<file path="src/rtl/watch_pkg.sv">
// Shared command codes and UART byte decode for the watch control path.
// Used by the arbiter and by the watch/stopwatch control units.
package watch_pkg;

    localparam logic [1:0] CMD_CLEAR = 2'd0;
    localparam logic [1:0] CMD_MOVE  = 2'd1;
    localparam logic [1:0] CMD_INC   = 2'd2;
    localparam logic [1:0] CMD_DEC   = 2'd3;

    localparam logic [7:0] ASC_L    = 8'h4C;
    localparam logic [7:0] ASC_R    = 8'h52;
    localparam logic [7:0] ASC_U    = 8'h55;
    localparam logic [7:0] ASC_D    = 8'h44;
    localparam logic [7:0] ASC_L_LC = 8'h6C;
    localparam logic [7:0] ASC_R_LC = 8'h72;
    localparam logic [7:0] ASC_U_LC = 8'h75;
    localparam logic [7:0] ASC_D_LC = 8'h64;

    typedef struct packed {
        logic       valid;
        logic [1:0] code;
    } dec_t;

    typedef enum logic {
        ST_IDLE,
        ST_GAP
    } arb_state_t;

    function automatic dec_t decode_byte(input logic [7:0] b);
        dec_t d;
        d.valid = 1'b1;
        d.code  = CMD_CLEAR;
        unique case (1'b1)
            (b == ASC_L) || (b == ASC_L_LC): d.code = CMD_CLEAR;
            (b == ASC_R) || (b == ASC_R_LC): d.code = CMD_MOVE;
            (b == ASC_U) || (b == ASC_U_LC): d.code = CMD_INC;
            (b == ASC_D) || (b == ASC_D_LC): d.code = CMD_DEC;
            default:                         d.valid = 1'b0;
        endcase
        return d;
    endfunction

endpackage

</file>
<file path="src/rtl/watch_cmd_arbiter_fifo.sv">
// Small synchronous FIFO holding 2-bit UART command codes.
// A push while full is only taken when a pop happens at the same edge.
module cmd_fifo #(
    parameter int DEPTH = 4
) (
    input  logic                     clk,
    input  logic                     rst,
    input  logic                     push,
    input  logic                     pop,
    input  logic [1:0]               din,
    output logic [1:0]               dout,
    output logic                     full,
    output logic                     empty,
    output logic [$clog2(DEPTH):0]   count
);

    localparam int AW = $clog2(DEPTH);
    localparam logic [AW:0]   CNT_ONE  = (AW+1)'(1);
    localparam logic [AW:0]   CNT_FULL = (AW+1)'(DEPTH);
    localparam logic [AW-1:0] PTR_ONE  = AW'(1);

    logic [1:0]    mem [DEPTH];
    logic [AW-1:0] wr_ptr;
    logic [AW-1:0] rd_ptr;
    logic          do_push;
    logic          do_pop;

    assign full    = (count == CNT_FULL);
    assign empty   = (count == '0);
    assign do_pop  = pop && !empty;
    assign do_push = push && (!full || do_pop);
    assign dout    = mem[rd_ptr];

    always_ff @(posedge clk) begin
        if (do_push)
            mem[wr_ptr] <= din;
    end

    always_ff @(posedge clk or posedge rst) begin
        if (rst) begin
            wr_ptr <= '0;
            rd_ptr <= '0;
            count  <= '0;
        end else begin
            if (do_push)
                wr_ptr <= wr_ptr + PTR_ONE;
            if (do_pop)
                rd_ptr <= rd_ptr + PTR_ONE;
            unique case ({do_push, do_pop})
                2'b10:   count <= count + CNT_ONE;
                2'b01:   count <= count - CNT_ONE;
                default: count <= count;
            endcase
        end
    end

endmodule

</file>
<file path="src/rtl/watch_cmd_arbiter.sv">
// Merges button and UART commands into spaced, one-hot command pulses.
// Buttons use a single pending slot; UART commands queue in a FIFO.
module watch_cmd_arbiter
    import watch_pkg::*;
#(
    parameter int FIFO_DEPTH = 4,
    parameter int GAP_CYCLES = 2
) (
    input  logic                          clk,
    input  logic                          rst,
    input  logic                          btn_clear,
    input  logic                          btn_digit_move,
    input  logic                          btn_inc,
    input  logic                          btn_dec,
    input  logic [7:0]                    rx_data,
    input  logic                          rx_done,
    output logic                          cmd_clear,
    output logic                          cmd_move,
    output logic                          cmd_inc,
    output logic                          cmd_dec,
    output logic                          cmd_src,
    output logic [$clog2(FIFO_DEPTH):0]   fifo_count,
    output logic                          rx_overrun,
    output logic                          btn_overrun,
    output logic                          err_unknown
);

    localparam logic [7:0] GAP_LOAD = 8'(GAP_CYCLES);

    arb_state_t state;
    logic [7:0] gap_cnt;
    logic       pend_valid;
    logic [1:0] pend_code;
    logic [1:0] fifo_dout;
    logic       fifo_full;
    logic       fifo_empty;
    dec_t       rx_dec;
    logic       rx_ok;
    logic       btn_any;
    logic [1:0] btn_code;
    logic       consume;
    logic       pop;
    logic       push;
    logic       do_issue;
    logic [1:0] issue_code;

    assign rx_dec = decode_byte(rx_data);
    assign rx_ok  = rx_done && rx_dec.valid;

    always_comb begin
        btn_any  = btn_clear | btn_digit_move | btn_inc | btn_dec;
        btn_code = CMD_DEC;
        if (btn_clear)
            btn_code = CMD_CLEAR;
        else if (btn_digit_move)
            btn_code = CMD_MOVE;
        else if (btn_inc)
            btn_code = CMD_INC;
    end

    // The pending button always beats the FIFO at an IDLE decision.
    assign consume    = (state == ST_IDLE) && pend_valid;
    assign pop        = (state == ST_IDLE) && !pend_valid && !fifo_empty;
    assign push       = rx_ok && (!fifo_full || pop);
    assign do_issue   = consume || pop;
    assign issue_code = pend_valid ? pend_code : fifo_dout;

    cmd_fifo #(
        .DEPTH (FIFO_DEPTH)
    ) u_fifo (
        .clk   (clk),
        .rst   (rst),
        .push  (push),
        .pop   (pop),
        .din   (rx_dec.code),
        .dout  (fifo_dout),
        .full  (fifo_full),
        .empty (fifo_empty),
        .count (fifo_count)
    );

    always_ff @(posedge clk or posedge rst) begin
        if (rst) begin
            state       <= ST_IDLE;
            gap_cnt     <= '0;
            pend_valid  <= 1'b0;
            pend_code   <= CMD_CLEAR;
            cmd_clear   <= 1'b0;
            cmd_move    <= 1'b0;
            cmd_inc     <= 1'b0;
            cmd_dec     <= 1'b0;
            cmd_src     <= 1'b0;
            rx_overrun  <= 1'b0;
            btn_overrun <= 1'b0;
            err_unknown <= 1'b0;
        end else begin
            cmd_clear   <= 1'b0;
            cmd_move    <= 1'b0;
            cmd_inc     <= 1'b0;
            cmd_dec     <= 1'b0;
            rx_overrun  <= rx_ok && fifo_full && !pop;
            err_unknown <= rx_done && !rx_dec.valid;
            btn_overrun <= btn_any && pend_valid && !consume;

            if (btn_any && (!pend_valid || consume)) begin
                pend_valid <= 1'b1;
                pend_code  <= btn_code;
            end else if (consume) begin
                pend_valid <= 1'b0;
            end

            unique case (state)
                ST_IDLE: begin
                    if (do_issue) begin
                        cmd_clear <= (issue_code == CMD_CLEAR);
                        cmd_move  <= (issue_code == CMD_MOVE);
                        cmd_inc   <= (issue_code == CMD_INC);
                        cmd_dec   <= (issue_code == CMD_DEC);
                        cmd_src   <= !pend_valid;
                        gap_cnt   <= GAP_LOAD;
                        state     <= ST_GAP;
                    end
                end
                ST_GAP: begin
                    gap_cnt <= gap_cnt - 8'd1;
                    if (gap_cnt == 8'd1)
                        state <= ST_IDLE;
                end
                default: state <= ST_IDLE;
            endcase
        end
    end

endmodule

</file>
<file path="config.mk">
export PLATFORM = sky130hd
export DESIGN_NAME = watch_cmd_arbiter
export DESIGN_NICKNAME = d
export VERILOG_FILES = /design/src/rtl/watch_pkg.sv /design/src/rtl/watch_cmd_arbiter_fifo.sv /design/src/rtl/watch_cmd_arbiter.sv
export SDC_FILE = /design/constraint.sdc
export NUM_CORES = 1
export LEC_CHECK = 0
export BUFFER_PORTS_ARGS = -buffer_cell sky130_fd_sc_hd__buf_2
export CAP_MARGIN = 20
export CORE_MARGIN = 2
export CORE_UTILIZATION = 52
export CTS_BUF_LIST = sky130_fd_sc_hd__clkbuf_2 sky130_fd_sc_hd__clkbuf_4 sky130_fd_sc_hd__clkbuf_8
export CTS_CLUSTER_SIZE = 28
export DETAILED_ROUTE_END_ITERATION = 16
export PLACE_DENSITY_LB_ADDON = 0.12
export RECOVER_POWER = 25
export SLEW_MARGIN = 20
export SYNTH_ARGS = -nofsm -noshare
export SYNTH_HDL_FRONTEND = slang
export SYNTH_SLANG_ARGS = --single-unit
</file>
<file path="constraint.sdc">
create_clock -name clk -period 2.1 [get_ports clk]
set_input_delay 0.315 -clock clk [delete_from_list [all_inputs] [get_ports clk]]
set_output_delay 0.315 -clock clk [all_outputs]
set_load 0.01 [all_outputs]
</file>
After elaboration in Yosys (flattened, before gate mapping)
Memories as Yosys holds them, arrays and structs flattened.
Cells that the tools add are included.
{ "totals": {"ff_bits": 27, "ramBits": 8, "in_bits": 15, "out_inout_bits": 11, "wordCells": 98, "memories": 1} }
{ "memory_table": {"columns": ["memory", "words", "word_bits", "read_ports", "rd_clocked_by_memory_dff", "wr", "line_no", "text"], "rows": [
  ["u_fifo.mem", 4, 2, 1, 0, 1, "watch_cmd_arbiter_fifo.sv:22", "logic [1:0] mem [DEPTH];"]
]} }
{ "op_classes": {"add_sub_neg": 5, "n_eq_ne": 16, "muxes": 24, "bitwise_logic": 4, "n_reduce_logical": 33} }
{ "ops": {"columns": ["op", "count"], "rows": [
  ["$eq A8 B7 Y1 const B", 8],
  ["$mux W1", 16],
  ["$pmux W8 S2", 1],
  ["$logic_and A1 B1 Y1", 13],
  ["$eq A8 B1 Y1 const B", 1],
  ["$logic_or A1 B1 Y1", 8],
  ["$mux W8", 1],
  ["$sub A8 B1 Y8 const B", 1],
  ["$eq A2 B2 Y1 const B", 3],
  ["$logic_not A1 Y1", 6],
  ["$mux W2", 3],
  ["$pmux W2 S3", 1],
  ["$pmux W3 S2", 1],
  ["$add A2 B1 Y2 const B", 2],
  ["$eq A2 B1 Y1 const B", 2],
  ["$reduce_bool A2 Y1", 2],
  ["$reduce_or A4 Y1", 1],
  ["$add A3 B1 Y3 const B", 1],
  ["$eq A3 B3 Y1 const B", 1],
  ["$logic_not A3 Y1", 1],
  ["$or A1 B1 Y1", 3],
  ["$sub A3 B1 Y3 const B", 1],
  ["$logic_not A2 Y1", 1],
  ["$ne A2 B2 Y1 const B", 1],
  ["other kinds (3)", 3]
]} }

Longest topological paths before layout
{ "depth": {"word_depth": 9, "mapped_depth": 10, "depth_no_buf": 10} }

Hierarchy
From an unflattened synthesis, not the netlist that was laid out.
{ "unflattened": {"cells_unflattened": 149, "hier_area_um2": 1744.2} }
{ "by_module_without_submodules": {"columns": ["mod", "n_inst", "cells_each", "area_each_um2", "seq_area_each_um2"], "rows": [
  ["watch_cmd_arbiter", 1, 100, 1017.2, 500.5],
  ["cmd_fifo", 1, 49, 726.9, 415.4]
]} }

Worst setup path after synthesis
No wires, ideal clock.
{ "synth_path": {"kind": "input -> register", "from": "input port rx_data[3]", "to": "register u_fifo.count[2]", "setup_ns": 0.130, "arrival_ns": 1.948, "required_time_ns": 1.970, "path_slack_ns": 0.022, "cell_stages": 10, "path_buffers": 0, "cell_sequence": "or4b_4 > nor2_4 > o211a_4 > inv_2 > ha_1 > inv_1 > fa_1 > xor2_1 > nor2_1 > xor2_1"} }
{ "synth_between": {"elab_chain_cells": 9, "word_cells_on_any_way": 21, "classes_between": "eq/ne: 10; mux: 2; reduce/logical: 9"} }
{ "synth_rtl": {"columns": ["item", "line_no", "text"], "rows": [
  ["start, declared", "watch_cmd_arbiter.sv:15", "input logic [7:0] rx_data,"],
  ["$eq A8 B7 Y1, on equally long branches", null, null],
  ["$logic_or A1 B1 Y1, on equally long branches", null, null],
  ["$reduce_or A4 Y1 (no line) *", null, null],
  ["$mux W1 *", "watch_pkg.sv:33", "unique case (1'b1)"],
  ["$logic_and A1 B1 Y1 *", "watch_cmd_arbiter.sv:48", "assign rx_ok = rx_done && rx_dec.valid;"],
  ["$logic_and A1 B1 Y1 *", "watch_cmd_arbiter.sv:64", "assign push = rx_ok && (!fifo_full || pop);"],
  ["$logic_and A1 B1 Y1 *", "watch_cmd_arbiter_fifo.sv:31", "assign do_push = push && (!full || do_pop);"],
  ["$eq A2 B1 Y1 / $eq A2 B2 Y1 (equally long branches)", "watch_cmd_arbiter_fifo.sv:49", "unique case ({do_push, do_pop})"],
  ["$pmux W3 S2 / $reduce_bool A2 Y1 (equally long branches)", null, null],
  ["end signal, assigned", "watch_cmd_arbiter_fifo.sv:50", "2'b10: count <= count + CNT_ONE;"],
  ["end signal, assigned", "watch_cmd_arbiter_fifo.sv:51", "2'b01: count <= count - CNT_ONE;"],
  ["end signal, assigned", "watch_cmd_arbiter_fifo.sv:52", "default: count <= count;"],
  ["end, declared", "watch_cmd_arbiter_fifo.sv:14", "output logic [$clog2(DEPTH):0] count"]
]} }
Mark *: on every way between the ends. The rest lies on a longest branch, timed or not.
A chain may end at the register's enable or synchronous reset.

Worst setup path in the final report
{ "layout_path": {"from": "register u_fifo.count[0]", "to": "register u_fifo.count[2]"} }
{ "layout_between": {"elab_chain_cells": 8, "word_cells_on_any_way": 16, "classes_between": "add/sub: 2; eq/ne: 3; mux: 1; reduce/logical: 10"} }
{ "layout_rtl": {"columns": ["item", "line_no", "text"], "rows": [
  ["$logic_not A3 Y1", "watch_cmd_arbiter_fifo.sv:29", "assign empty = (count == '0);"],
  ["$logic_not A1 Y1", "watch_cmd_arbiter_fifo.sv:30, watch_cmd_arbiter.sv:63", null],
  ["$logic_and A1 B1 Y1", "watch_cmd_arbiter.sv:63", "assign pop = (state == ST_IDLE) && !pend_valid && !fifo_empty;"],
  ["$logic_or A1 B1 Y1 / $logic_and A1 B1 Y1 (equally long branches)", "watch_cmd_arbiter.sv:64, watch_cmd_arbiter_fifo.sv:30", null],
  ["$logic_and A1 B1 Y1 / $logic_or A1 B1 Y1 (equally long branches)", "watch_cmd_arbiter.sv:64, watch_cmd_arbiter_fifo.sv:31", null],
  ["$logic_and A1 B1 Y1", "watch_cmd_arbiter_fifo.sv:31", null],
  ["$eq A2 B1 Y1 / $eq A2 B2 Y1 (equally long branches)", "watch_cmd_arbiter_fifo.sv:49", null],
  ["$pmux W3 S2 / $reduce_bool A2 Y1 (equally long branches)", null, null]
]} }
Parallel ways exist; a longest one is shown, timed or not.

==> results.md <==
Outcome:
- The run finished with clean final reports.

Synthesis:
- The combined area of all synthesized cells is 1700 µm².
- The synthesis-stage register bit count is 35.
- By count the netlist is led by sky130_fd_sc_hd__dfrtp_1 (27), sky130_fd_sc_hd__nand2_1 (10), sky130_fd_sc_hd__edfxtp_1 (8), sky130_fd_sc_hd__inv_1 (8).
- The proportion of synthesized chip area in sequential cells is 0.538.
- In the synthesized netlist the dominant register cell turns out to be sky130_fd_sc_hd__dfrtp_1.
- The total of warnings raised by yosys is 0.
- The fraction of registers with async set or reset after synthesis is 0.771.
- In the post-synthesis netlist, the cell with the most instances is sky130_fd_sc_hd__dfrtp_1.
- The number of different library cells in the post-synthesis netlist is 46.
- Summed over all instances, the cell type with the most area after synthesis is sky130_fd_sc_hd__dfrtp_1.
- The number of enable-type register cells in the synthesized netlist is 8.
- The synthesized instance count is 143.
- Synthesis produced a netlist with a net count of 166.
- The average cell area after synthesis is 11.9 µm².
- The share of synthesized area in the top cell type comes to 0.397.
- After synthesis, the cell types taking the most area are sky130_fd_sc_hd__dfrtp_1 (40%), sky130_fd_sc_hd__edfxtp_1 (14%), sky130_fd_sc_hd__ha_1 (5.1%).

Final layout:
- The finished layout holds 230 standard cells, fillers aside.
- In the final layout, the share of cells above drive strength 1 is 0.339.
- The repair_antennas step left the layout with diodes totalling 0.
- The number of nets at the end of the flow is 208.
- The area added between synthesis and finish is 20.4%.

Floorplan:
- The total number of placement rows is 20.
- Measured along the x axis, the die boundary spans 61.2 µm.
- Pin placement for this block handled 26 I/O pins.
- The effective utilization at floorplan is 0.553.
- The floorplan step set the die height to 61.2 µm.
- The region available for standard cell placement spans 3080 µm².
- The floorplan step defined a die boundary enclosing 3750 µm².

Job:
- The number of max-cap violations is 0.

GRT:
- The number of global-route vias before repair came to 1183.
- The pin count of the biggest net entering global routing is 28.
- The number of antenna violations at the first check in global routing is 0.
- The wire length of the first global-routing pass is 5210 µm.
- For this run the aggregate overflow at the end of global routing stands at 0.
- The global-route total usage across every layer is 0.195.

Placement:
- At the end of routability-driven placement, the weighted congestion stood at 0.746.
- The total instance count after detailed placement is 220.
- The count of buffers inserted at the top-level ports is 24.
- After legalization and detailed placement, the total HPWL measured 2350 µm.
- The worst setup timing slack at the placement stage is -0.161 ns.

Critical path:
- The worst setup path is launched from a flop.
- The kind of critical path is reg2reg.
- The destination of the worst register-to-register timing path is u_fifo.count[2].
- For the worst setup path, the data arrival time is 2.19 ns.
- The launch instance of the worst register-to-register path is u_fifo.count[0].
- Tracing the worst setup path back leads to its startpoint at u_fifo.count[0].
- The setup check on the worst reg-to-reg path leaves a slack of 0.16 ns.
- STA classifies the critical path endpoint as a flop.
- The worst reg2reg path depth is 10.
- The largest fanout on the critical path is 3.
- STA puts the critical path data required time at 2.35 ns.

STA:
- The final setup skew is 0.0107 ns.
- The max-slew violation count is 0.
- Measured against its own limit, the worst slew margin works out to 0.0740.
- The achievable frequency is 0.515 GHz.
- The final worst slack is 0.160 ns.
- The portion of the clock cycle consumed by the worst path in the final layout is 0.924.
- Setup violations remaining at the end of the flow were counted as 0.
- Setup repair after global routing left no endpoint under its margin.
- Counting I/O delays and the setup requirement, the final critical path takes 1.94 ns.
- For the pin with the worst max-slew slack, the measured transition is 1.39 ns.
- The total count of hold-check failures in the final report is 0.

Clock tree:
- Clock-pin slew was measured on the worst setup and hold paths at 0.09 ns.
- The maximum clock insertion buffer count is 2.
- Buffers inserted during clock tree synthesis total 5.
- The tree built by TritonCTS fans out to 35 sinks.
- The clock tree synthesis step divided the H-tree into 2 levels.
- The cell sitting at the root of the clock tree is a sky130_fd_sc_hd__clkbuf_4.
- The CTS tree is built.
- The latest clock arrival within the worst-skew pair is 0.34 ns.

Min path:
- The worst-case hold path end point is pend_valid.
- The start point of the worst min-delay path is btn_clear.
- The worst hold path stage count is 3.
- The worst hold path belongs to the class in2reg.

Routing:
- Once detail routing completed, the nets flagged for antenna violations numbered 0.
- The wire length per cell after detailed routing is 13.1 µm.
- Wires add up to 3000 µm.
- The starting DRC count in detailed routing is 28.
- The DRC violation count after routing is 0.
- The number of vias per cell after detailed routing is 5.20.
- The first detailed-routing pass took 4 iterations.
- Detailed routing inserted a total of 1195 vias.

Power and ir drop:
- The power density of the placed cells is 1060 nW/µm².
- VDD sags by at most 629 µV.
- In this run the static leakage power is 0.925 nW.
[cell usage in the layout (no fill, tap or decap), types with 3 or more instances in the layout]
cell,instances
sky130_fd_sc_hd__buf_2,24
sky130_fd_sc_hd__buf_4,13
sky130_fd_sc_hd__edfxtp_1,8
sky130_fd_sc_hd__and2_1,5
sky130_fd_sc_hd__or3_1,3
sky130_fd_sc_hd__inv_2,3
sky130_fd_sc_hd__o21a_1,4
sky130_fd_sc_hd__nand2b_1,3
sky130_fd_sc_hd__dfrtp_1,25
sky130_fd_sc_hd__clkbuf_4,6
sky130_fd_sc_hd__o21ai_0,4
sky130_fd_sc_hd__xor2_1,3
sky130_fd_sc_hd__ha_1,7
sky130_fd_sc_hd__xnor2_1,3
sky130_fd_sc_hd__nand2_1,10
sky130_fd_sc_hd__inv_1,6
sky130_fd_sc_hd__nand3_1,4
sky130_fd_sc_hd__a21oi_1,4
sky130_fd_sc_hd__nor2_1,7
sky130_fd_sc_hd__mux2i_1,3
[cell families (layout without fill, tap and decap cells)]
| logic type | count (synthesis) | count (layout) | synth area share |
|---|---|---|---|
| AO/OA/AOI/OAI | 26 | 26 | 0.112 |
| XOR/XNOR | 6 | 6 | 0.0309 |
| adder cells (fa/ha/maj) | 8 | 8 | 0.0632 |
| buffers and inverters | 13 | 56 | 0.0324 |
| flip-flops | 35 | 35 | 0.538 |
| multiplexers | 6 | 6 | 0.0507 |
| AND/OR/NAND/NOR | 49 | 49 | 0.173 |
[cell type report]
cell class | count | area [µm²]
Fill cell | 238 | 1030
Sequential cell | 35 | 918
Multi-Input combinational cell | 95 | 751
Timing Repair Buffer | 38 | 221
Clock buffer | 7 | 58.8
Tap cell | 44 | 55.1
Inverter | 10 | 40.0
Clock inverter | 1 | 5.00
[where the power goes]
group / switching [mW] / leakage [nW] / internal, mW
sequential: 0.178 / 0.405 / 0.872
combinational: 0.375 / 0.482 / 0.363
clock: 0.212 / 0.0387 / 0.175
[per-layer routing]
| metal | GRT usage | routed length, µm |
|---|---|---|
| met2 | 0.321 | 1580 |
| met5 | 0 | 0 |
| met3 | 0.0567 | 105 |
| met4 | 0.0839 | 56 |
| met1 | 0.241 | 1270 |
[metrics by stage]
step | hold slack [ns] | power (mW) | instance area [µm²] | utilization | setup TNS (ns)
floorplan | 0.368 | 1.52 | 1700 | - | 0
global placement | 0.381 | 1.71 | 1950 | 0.633 | -0.101
detailed placement | 0.389 | 1.76 | 1950 | 0.633 | -0.283
CTS | 0.00588 | 2.16 | 2030 | 0.659 | 0
global route | 0.222 | 2.37 | 2050 | 0.666 | 0
finish | 0.233 | 2.18 | 2050 | 0.666 | 0
[sequential cells by signal (all words and copies together), names as in the netlist, 2 cells and up]
name	flops
u_fifo.count	3
gap_cnt	8
u_fifo.mem	8
pend_code	2
u_fifo.wr_ptr	2
u_fifo.rd_ptr	2
[worst max path at each step]
stage,to,slack [ns],depth (start not counted)
5_1_grt,u_fifo.count[2],0.009,10
3_3_place_gp,u_fifo.count[2],-0.07,11
4_1_cts,u_fifo.count[2],0.03,10
6_report,u_fifo.count[2],0.16,10
3_5_place_dp,u_fifo.count[2],-0.16,11
2_1_floorplan,u_fifo.count[2],0.02,10
[worst max-delay path, cell delays in order (launching register included)]
cell and delay, ns:
sky130_fd_sc_hd__dfrtp_2 0.44, sky130_fd_sc_hd__inv_4 0.08, sky130_fd_sc_hd__o2111ai_4 0.14, sky130_fd_sc_hd__o211a_4 0.18, sky130_fd_sc_hd__inv_2 0.04, sky130_fd_sc_hd__ha_1 0.16
sky130_fd_sc_hd__inv_1 0.07, sky130_fd_sc_hd__fa_2 0.34, sky130_fd_sc_hd__xor2_1 0.14, sky130_fd_sc_hd__nor2_1 0.12, sky130_fd_sc_hd__xor2_1 0.15
[what timing repair did]
item                       4_1_cts  5_1_grt
pin swaps                        1        1
setup endpoints to repair        1        1
buffers inserted                 1        1
resized for setup                2        6
hold buffers                     0        0
Note: power is estimated with default switching activity, not from simulation.
